[config.mk]
export PLATFORM = sky130hd
export DESIGN_NAME = switch_debounce_toggle
export DESIGN_NICKNAME = d
export VERILOG_FILES = /design/src/rtl/switch_debounce_toggle.sv
export SDC_FILE = /design/constraint.sdc
export NUM_CORES = 1
export LEC_CHECK = 0
export BUFFER_PORTS_ARGS = -buffer_cell sky130_fd_sc_hd__buf_2
export CAP_MARGIN = 25
export CORE_AREA = 2 2 60 62
export CTS_CLUSTER_SIZE = 30
export DETAILED_ROUTE_END_ITERATION = 8
export DIE_AREA = 0 0 62 64
export GPL_ROUTABILITY_DRIVEN = 0
export SLEW_MARGIN = 20
export SYNTH_ARGS = -nofsm -noshare
export SYNTH_HDL_FRONTEND = slang
export SYNTH_SLANG_ARGS = --single-unit
[constraint.sdc]
create_clock -name clk -period 2.6 [get_ports clk]
set_input_delay 0 -clock clk [delete_from_list [all_inputs] [get_ports clk]]
set_output_delay 0 -clock clk [all_outputs]
set_load 0.1 [all_outputs]
[src/rtl/switch_debounce_toggle.sv]
// ---------------------------------------------------------------------------
// switch_debounce_toggle
//
// Takes the active-high, already-inverted switch level from a pull-up pad.
// The block synchronises it to clk, rejects contact bounce, and then drives
// a clean level, one-cycle press/release pulses, a toggling LED output and a
// wrapping press counter.
//
// Parameters
//   DEBOUNCE_CYCLES : synchronised samples at a new level needed to accept it
//   CNT_WIDTH       : debounce counter width
//
// Ports
//   clk           in   system clock, rising edge
//   rst           in   synchronous, active-high reset
//   sw_in         in   raw switch level (1 = pressed), asynchronous, bouncy
//   sw_level      out  debounced switch level
//   press_pulse   out  one-cycle pulse on an accepted 0->1 transition
//   release_pulse out  one-cycle pulse on an accepted 1->0 transition
//   led_toggle    out  inverts on every accepted press
//   press_count   out  accepted presses, modulo 256
// ---------------------------------------------------------------------------
module switch_debounce_toggle #(
    parameter int DEBOUNCE_CYCLES = 120000,
    parameter int CNT_WIDTH       = $clog2(DEBOUNCE_CYCLES + 1)
) (
    input  logic       clk,
    input  logic       rst,
    input  logic       sw_in,
    output logic       sw_level,
    output logic       press_pulse,
    output logic       release_pulse,
    output logic       led_toggle,
    output logic [7:0] press_count
);

    typedef enum logic [1:0] {
        STABLE_LOW  = 2'd0,
        WAIT_HIGH   = 2'd1,
        STABLE_HIGH = 2'd2,
        WAIT_LOW    = 2'd3
    } state_t;

    // The sample that moves the FSM into WAIT is already the first sample
    // at the new level, so cnt_r counts the samples seen so far. The sample
    // evaluated in WAIT is one more, so the commit happens at cnt_r = D-1.
    // For D = 1 the commit happens on the first WAIT evaluation.
    localparam logic [CNT_WIDTH-1:0] CNT_COMMIT =
        CNT_WIDTH'((DEBOUNCE_CYCLES > 1) ? (DEBOUNCE_CYCLES - 1) : 1);
    localparam logic [CNT_WIDTH-1:0] CNT_ONE  = CNT_WIDTH'(1);
    localparam logic [CNT_WIDTH-1:0] CNT_ZERO = {CNT_WIDTH{1'b0}};

    logic                 s1_r;
    logic                 sw_sync_r;
    state_t               state_r;
    state_t               state_nxt_s;
    logic [CNT_WIDTH-1:0] cnt_r;
    logic [CNT_WIDTH-1:0] cnt_nxt_s;
    logic                 commit_high_s;
    logic                 commit_low_s;

    logic                 sw_level_r;
    logic                 press_pulse_r;
    logic                 release_pulse_r;
    logic                 led_toggle_r;
    logic [7:0]           press_count_r;

    logic                 sw_level_nxt_s;
    logic                 press_pulse_nxt_s;
    logic                 release_pulse_nxt_s;
    logic                 led_toggle_nxt_s;
    logic [7:0]           press_count_nxt_s;

    // Two-flop synchroniser for the asynchronous switch level
    always_ff @(posedge clk) begin
        if (rst) begin
            s1_r      <= 1'b0;
            sw_sync_r <= 1'b0;
        end else begin
            s1_r      <= sw_in;
            sw_sync_r <= s1_r;
        end
    end

    // State, debounce counter and registered outputs
    always_ff @(posedge clk) begin
        if (rst) begin
            state_r         <= STABLE_LOW;
            cnt_r           <= CNT_ZERO;
            sw_level_r      <= 1'b0;
            press_pulse_r   <= 1'b0;
            release_pulse_r <= 1'b0;
            led_toggle_r    <= 1'b0;
            press_count_r   <= 8'd0;
        end else begin
            state_r         <= state_nxt_s;
            cnt_r           <= cnt_nxt_s;
            sw_level_r      <= sw_level_nxt_s;
            press_pulse_r   <= press_pulse_nxt_s;
            release_pulse_r <= release_pulse_nxt_s;
            led_toggle_r    <= led_toggle_nxt_s;
            press_count_r   <= press_count_nxt_s;
        end
    end

    // Next-state and counter logic; flags the accepted transitions
    always_comb begin
        state_nxt_s   = state_r;
        cnt_nxt_s     = CNT_ZERO;
        commit_high_s = 1'b0;
        commit_low_s  = 1'b0;
        case (state_r)
            STABLE_LOW: begin
                if (sw_sync_r) begin
                    state_nxt_s = WAIT_HIGH;
                    cnt_nxt_s   = CNT_ONE;
                end else begin
                    state_nxt_s = STABLE_LOW;
                end
            end
            WAIT_HIGH: begin
                if (!sw_sync_r) begin
                    state_nxt_s = STABLE_LOW;
                end else if (cnt_r >= CNT_COMMIT) begin
                    state_nxt_s   = STABLE_HIGH;
                    commit_high_s = 1'b1;
                end else begin
                    cnt_nxt_s = cnt_r + CNT_ONE;
                end
            end
            STABLE_HIGH: begin
                if (!sw_sync_r) begin
                    state_nxt_s = WAIT_LOW;
                    cnt_nxt_s   = CNT_ONE;
                end else begin
                    state_nxt_s = STABLE_HIGH;
                end
            end
            WAIT_LOW: begin
                if (sw_sync_r) begin
                    state_nxt_s = STABLE_HIGH;
                end else if (cnt_r >= CNT_COMMIT) begin
                    state_nxt_s  = STABLE_LOW;
                    commit_low_s = 1'b1;
                end else begin
                    cnt_nxt_s = cnt_r + CNT_ONE;
                end
            end
            default: begin
                state_nxt_s = STABLE_LOW;
            end
        endcase
    end

    // Next values of the registered outputs, derived from the commit flags
    always_comb begin
        sw_level_nxt_s      = sw_level_r;
        press_pulse_nxt_s   = 1'b0;
        release_pulse_nxt_s = 1'b0;
        led_toggle_nxt_s    = led_toggle_r;
        press_count_nxt_s   = press_count_r;
        if (commit_high_s) begin
            sw_level_nxt_s    = 1'b1;
            press_pulse_nxt_s = 1'b1;
            led_toggle_nxt_s  = ~led_toggle_r;
            press_count_nxt_s = press_count_r + 8'd1;
        end else if (commit_low_s) begin
            sw_level_nxt_s      = 1'b0;
            release_pulse_nxt_s = 1'b1;
        end else begin
            sw_level_nxt_s = sw_level_r;
        end
    end

    assign sw_level      = sw_level_r;
    assign press_pulse   = press_pulse_r;
    assign release_pulse = release_pulse_r;
    assign led_toggle    = led_toggle_r;
    assign press_count   = press_count_r;

endmodule

==> impl_metrics.py, run 1 <==
metrics = {
    "clocking": {
        "postCtsSetupRepairBufs": 0,
        "cts_made_buffers": 5,
        "cts_max_path_buffers": 2,
        "clk-insertion-delay-late_ns": 0.33,
        "clk_root_buffer_cell": "sky130_fd_sc_hd__clkbuf_4",
        "clk_pin_slew_worst_paths_ns": 0.10,
        "cts_tree": "built",
        "post_cts_resize_count": 0,
        "numClockSinks": 33,
        "cts.htree.levels": 2,
    },
    "routing": {
        "drt_pass1_iterations": 4,
        "drtAntennaViolNets": 0,
        "route.vias.total": 1095,
        "via_per_inst": 4.955,
        "drc_errors": 0,
        "route.detailed.wl_per_inst_microns": 11.48,
        "drtIter0Drc": 51,
        "wirelength_mm": 2.537,
    },
    "min_path": {
        "hold_path_depth": 2,
        "worst_hold_path_type": "in -> reg",
    },
    "grt": {
        "grt_pass1_vias": 1053,
        "grt_antenna_before_repair": 0,
        "global_route.overflow_total": 0,
        "grt_max_degree": 17,
        "global_route_wire_length_before_repair_mm": 4.478,
        "global_route.usage.total": 0.1526,
    },
    "setup_path": {
        "timing.critical_path.slowest_cell_delay_ns": 0.56,
        "cp.depth": 5,
        "path_delay_family": "simple AND/OR/NAND/NOR gates",
        "worstSetupEndpointType": "register",
        "req_time_crit_path_ns": 2.87,
        "crit_path_start_kind": "register",
        "crit_arrival_ns": 2.58,
        "path_cells": "or4_4 > a2111oi_4 > o2111ai_4 > or4_1 > a21oi_1",
        "worstRegToRegCells": 5,
        "worst-path-buf-inv": 0,
        "timing.reg2reg.setup_slack_ns": 0.29,
        "critPathSlowestCell": "sky130_fd_sc_hd__or4_4",
        "worst-setup-path-type": "reg -> reg",
        "crit_path_max_fanout": 8,
    },
    "yosys": {
        "yosys_register_bits": 33,
        "yosys_warnings": 0,
        "netlist.top_cell.by_area": "sky130_fd_sc_hd__dfxtp_1",
        "mappedNetlistNets": 159,
        "yosys_most_used_dff": "sky130_fd_sc_hd__dfxtp_1",
        "netlist_instances": 154,
        "synth_top_cells_by_count": "33 x sky130_fd_sc_hd__dfxtp_1, 24 x sky130_fd_sc_hd__nor2_1, 11 x sky130_fd_sc_hd__nand3_1, 11 x sky130_fd_sc_hd__xor2_1, 8 x sky130_fd_sc_hd__a21oi_1",
        "netlist.area_leader.share": 0.4648,
        "synth_area_sq_mm": 0.001421,
        "post_synth.cell_area_avg_sq_um": 9.230,
        "ys_types": 34,
        "yosys.cell_count.top_type": "sky130_fd_sc_hd__dfxtp_1",
        "ys_seq_area_frac": 0.4648,
        "netlist_top_cells_area": "sky130_fd_sc_hd__dfxtp_1 46%, sky130_fd_sc_hd__xor2_1 6.8%, sky130_fd_sc_hd__nor2_1 6.3%",
        "postSynth.asyncResetShare": 0,
        "synth_edf_count": 0,
    },
    "finish": {
        "area_growth_syn_to_layout_pct": 12.85,
        "design.final.nets": 179,
        "fillCellCount": 328,
        "final_area_sq_mm": 0.001604,
        "finalCoreUtilization": 0.4884,
        "diodes": 0,
        "drive_above_1_share": 0.1486,
    },
    "timing": {
        "period_needed_ns": 2.308,
        "tightest_slew_ns": 0.4724,
        "fin_ws_ns": 0.2918,
        "achievable-frequency_mhz": 433.2,
        "timing.final.hold_violations": 0,
        "setup-violations-final": 0,
        "period_share": 0.8878,
        "final_max_slew_viol_count": 0,
        "timing.setup.tns_ns": 0,
        "rsz0062_at_grt": "false",
        "max-slew-margin-rel": 0.6827,
        "clock_skew_ns": 0.007859,
    },
    "floorplan": {
        "number_of_standard_cell_rows_in_the_floorplan": 21,
        "die_x_microns": 62,
        "boundaryPins": 15,
        "fp.dieArea_sq_mm": 0.003968,
        "chipHeight_microns": 64,
        "initial_core_util": 0.4328,
        "coreArea_sq_mm": 0.003284,
    },
    "pwr": {
        "p_leak_nw": 0.6019,
        "share_comb_of_total_power": 0.030,
        "internal_power_uw": 618.2,
        "seqPwrFrac": 0.635,
        "power.share.switching": 0.2320,
        "power_density_mw_per_mm2": 501.9,
        "clkPwrFrac": 0.335,
        "power.net_switching_uw": 186.8,
        "power.ir.vdd_worst_mv": 0.3020,
        "post-layout-total-power_uw": 805.0,
    },
    "outcome": {
        "status": "complete, no violations",
    },
    "run": {
        "drv.max_cap_violation_count": 0,
    },
    "placed_design": {
        "pre_cts_ws_ns": 0.2804,
        "port_buffers": 14,
        "placed_area_sq_mm": 0.001543,
        "post-dp-hpwl_mm": 1.770,
    },
}
[worst paths after layout]
check | to | startpoint
worst max-delay path | press_count[6]$_SDFFE_PP0P_ | cnt_r[13]$_SDFF_PP0_
worst min-delay path | led_toggle$_SDFFE_PP0P_ | rst
worst max register to register | press_count[6]$_SDFFE_PP0P_ | cnt_r[13]$_SDFF_PP0_
worst min register to register | sw_sync_r$_SDFF_PP0_ | s1_r$_SDFF_PP0_
[routing by layer]
layer	part of all wire	global-route usage	routed length [microns]	up-vias
li1	-	-	-	578
met1	0.48	0.1822	1208	492
met2	0.47	0.2370	1199	23
met3	0.042	0.06680	107	2
met4	0.0091	0.05585	23	0
met5	0	0	0	-
[power by group through the flow]
stage / clock, mW / combinational (mW) / sequential, mW
after floorplan: 0 / 0.00748 / 0.533
after global placement: 0 / 0.0231 / 0.523
after detailed placement: 0 / 0.0234 / 0.523
after CTS: 0.283 / 0.0246 / 0.511
after global routing: 0.303 / 0.0260 / 0.512
final: 0.269 / 0.0243 / 0.511
[through the flow]
step,hold WS [ns],instances
finish,0.01558,221
global route,0.02038,221
CTS,0.004611,221
detailed placement,0.2353,212
global placement,0.2205,212
floorplan,0.06907,154
[registers in the layout (all words and copies together), names as in the netlist, named ones only]
register / cells
cnt_r: 17
led_toggle: 1
press_count: 8
press_pulse: 1
release_pulse: 1
s1_r: 1
state_r: 1
sw_level: 1
sw_sync_r: 1
[logic make-up (layout without fill, tap and decap cells)]
| logic type | after synthesis | count (layout) | synth area share |
|---|---|---|---|
| compound gates | 25 | 25 | 0.1409 |
| mux | 3 | 3 | 0.02113 |
| xor+xnor | 16 | 16 | 0.09859 |
| buf+inv | 9 | 30 | 0.02552 |
| simple gates | 66 | 66 | 0.2315 |
| fa+ha+maj | 2 | 2 | 0.01760 |
| flops | 33 | 33 | 0.4648 |
[repair_timing]
item / in CTS / in global routing
hold endpoints to repair: 1 / 0
hold buffers: 1 / 0
setup endpoints to repair: 0 / 0
[cell usage in the layout (no fill, tap or decap), drive strengths merged]
master	count
a21boi	1
mux2i	3
a21oi	8
a31oi	1
o21a	1
nand2	7
clkinv	2
nand2b	2
o211ai	2
and2	4
xor2	11
inv	6
a2111oi	1
buf	15
o31ai	3
or4	4
or3	3
clkbuf	6
nand4b	1
o21ai	5
nand4	1
nand3	11
ha	2
dlygate4sd3	1
nor2b	3
xnor2	5
o2111ai	2
nor3	3
and3	3
dfxtp	33
nor2	24
o22a	1
[worst register-to-register path, delay by kind of cell, from the launching register on]
family / cells / cell delay, ns
and+or+nand+nor: 2 / 1.07
AOI/OAI and AO/OA: 3 / 0.83
DFF: 1 / 0.35
[layout make-up]
class                   instances  area (sq um)  share of cell area
multi-input cells             112         724.4              0.4516
flip-flops and latches         33         660.6              0.4119
repair buffers                 16         87.58             0.05460
well taps                      46         57.56             0.03588
clock buffers                   6         41.29             0.02574
inverters                       6         22.52             0.01404
clock inverters                 2         10.01            0.006240
(Power assumes the default switching activity.)
==> run 2: changes to the inputs <==
Settings changed: CTS_BUF_LIST from default to sky130_fd_sc_hd__clkbuf_8, MAX_ROUTING_LAYER from default to met4.
==> impl_metrics.py, run 2 (same netlist as run 1, synthesis figures left out) <==
metrics = {
    "setup_path": {
        "worst-path-buf-inv": 0,
        "crit_path_start_kind": "register",
        "worstRegToRegCells": 5,
        "cp.depth": 5,
        "crit_path_max_fanout": 8,
        "timing.critical_path.slowest_cell_delay_ns": 0.56,
        "req_time_crit_path_ns": 2.82,
        "crit_arrival_ns": 2.52,
        "path_delay_family": "simple AND/OR/NAND/NOR gates",
        "path_cells": "or4_4 > a2111oi_4 > o2111ai_4 > or4_1 > a21oi_1",
        "worst-setup-path-type": "reg -> reg",
        "timing.reg2reg.setup_slack_ns": 0.30,
        "critPathSlowestCell": "sky130_fd_sc_hd__or4_4",
        "regToRegEndpoint": "press_count[6]$_SDFFE_PP0P_",
        "worstSetupEndpointType": "register",
        "crit_start": "cnt_r[13]$_SDFF_PP0_",
        "startpoint_of_the_most_critical_register_to_register_path": "cnt_r[13]$_SDFF_PP0_",
    },
    "pwr": {
        "post-layout-total-power_uw": 900.2,
        "power_density_mw_per_mm2": 550.5,
        "p_leak_nw": 0.6190,
        "power.ir.vdd_worst_mv": 0.2937,
    },
    "timing": {
        "clock_skew_ns": 0.003185,
        "final_max_slew_viol_count": 0,
        "period_needed_ns": 2.301,
        "timing.hold.ws_ns": 0.05768,
        "timing.setup.tns_ns": 0,
        "rsz0062_at_grt": "false",
        "max-slew-margin-rel": 0.6826,
        "period_share": 0.8850,
        "tightest_slew_ns": 0.4724,
        "setup-violations-final": 0,
        "timing.final.hold_violations": 0,
        "achievable-frequency_mhz": 434.6,
    },
    "finish": {
        "multi_input_comb_area_sq_um": 724.4,
        "diodes": 0,
        "largest_register_ffs": 17,
        "mostFrequentLayoutCells": "33 x sky130_fd_sc_hd__dfxtp_1, 24 x sky130_fd_sc_hd__nor2_1, 14 x sky130_fd_sc_hd__buf_2",
        "most_common_library_cell_in_the_layout_ignoring_fill_and_taps": "sky130_fd_sc_hd__dfxtp_1",
        "area_growth_syn_to_layout_pct": 15.05,
        "final_area_sq_mm": 0.001635,
        "ff_latch_area_sq_um": 660.6,
        "drive_above_1_share": 0.1486,
        "fillCellCount": 326,
        "design.final.nets": 179,
        "registers.top_by_ff_count": "cnt_r",
    },
    "placed_design": {
        "post-dp-hpwl_mm": 1.770,
        "port_buffers": 14,
        "placed_area_sq_mm": 0.001543,
    },
    "min_path": {
        "timing.hold.worst_endpoint": "led_toggle$_SDFFE_PP0P_",
        "min_delay_src": "rst",
        "worst_hold_path_type": "in -> reg",
        "hold_path_depth": 2,
    },
    "grt": {
        "global_route.overflow_total": 0,
        "grt_pass1_vias": 1042,
        "grt_max_degree": 17,
        "global_route.usage.total": 0.1582,
        "global_route_wire_length_before_repair_mm": 4.478,
        "grt_antenna_before_repair": 0,
    },
    "clocking": {
        "clk-insertion-delay-late_ns": 0.29,
        "clk_pin_slew_worst_paths_ns": 0.07,
        "cts_tree": "built",
        "cts_made_buffers": 5,
        "cts_max_path_buffers": 2,
        "postCtsSetupRepairBufs": 0,
        "cts.htree.levels": 2,
        "clk_root_buffer_cell": "sky130_fd_sc_hd__clkbuf_8",
        "numClockSinks": 33,
    },
    "routing": {
        "drtIter0Drc": 42,
        "route.vias.total": 1092,
        "route.detailed.wl_per_inst_microns": 11.25,
        "drc_errors": 0,
        "wirelength_mm": 2.486,
        "drtAntennaViolNets": 0,
        "via_per_inst": 4.941,
        "drt_pass1_iterations": 4,
    },
    "outcome": {
        "status": "complete, no violations",
    },
    "floorplan": {
        "coreArea_sq_mm": 0.003284,
        "chipHeight_microns": 64,
        "initial_core_util": 0.4328,
        "fp.dieArea_sq_mm": 0.003968,
        "boundaryPins": 15,
        "number_of_standard_cell_rows_in_the_floorplan": 21,
        "die_x_microns": 62,
    },
    "run": {
        "drv.max_cap_violation_count": 0,
    },
}
==> run 2: final cells by class <==
| class | instances | share of cell area |
|---|---|---|
| clock inverters | 3 | 0.008416 |
| repair buffers | 16 | 0.05356 |
| flip-flops and latches | 33 | 0.4040 |
| inverters | 6 | 0.01377 |
| clock buffers | 5 | 0.04208 |
| multi-input cells | 112 | 0.4430 |
| well taps | 46 | 0.03520 |
==> run 2: metrics by stage <==
stage                     worst slack, ns    util  std cells
after floorplan                    0.4104       -        154
after global placement             0.3850  0.4697        212
after detailed placement           0.2804  0.4697        212
after CTS                          0.2797  0.4979        221
after global routing               0.1564  0.4979        221
final                              0.2990  0.4979        221
==> run 2: power breakdown <==
part / internal, mW / switching (mW)
sequential: 0.509 / 0.00248
combinational: 0.00652 / 0.0178
clock: 0.181 / 0.183
total: 0.697 / 0.203
==> run 2: repair_timing <==
action,in CTS,in global routing
hold endpoints to repair,1,0
gates resized for setup,0,0
hold buffers,1,0
==> run 2: how the worst max path moves through the flow <==
| stage | end | slack (ns) |
|---|---|---|
| floorplan | press_count[6]$_SDFFE_PP0P_ | 0.41 |
| global placement | press_count[6]$_SDFFE_PP0P_ | 0.39 |
| detailed placement | press_count[6]$_SDFFE_PP0P_ | 0.28 |
| CTS | press_count[6]$_SDFFE_PP0P_ | 0.28 |
| global route | press_count[6]$_SDFFE_PP0P_ | 0.16 |
| finish | press_count[6]$_SDFFE_PP0P_ | 0.30 |
==> run 2: routing by layer <==
| layer | part of all wire | global-route usage | wire [microns] |
|---|---|---|---|
| met1 | 0.49 | 0.1884 | 1214 |
| met2 | 0.45 | 0.2240 | 1115 |
| met3 | 0.030 | 0.04251 | 74 |
| met4 | 0.033 | 0.1117 | 82 |
| met5 | 0 | - | 0 |
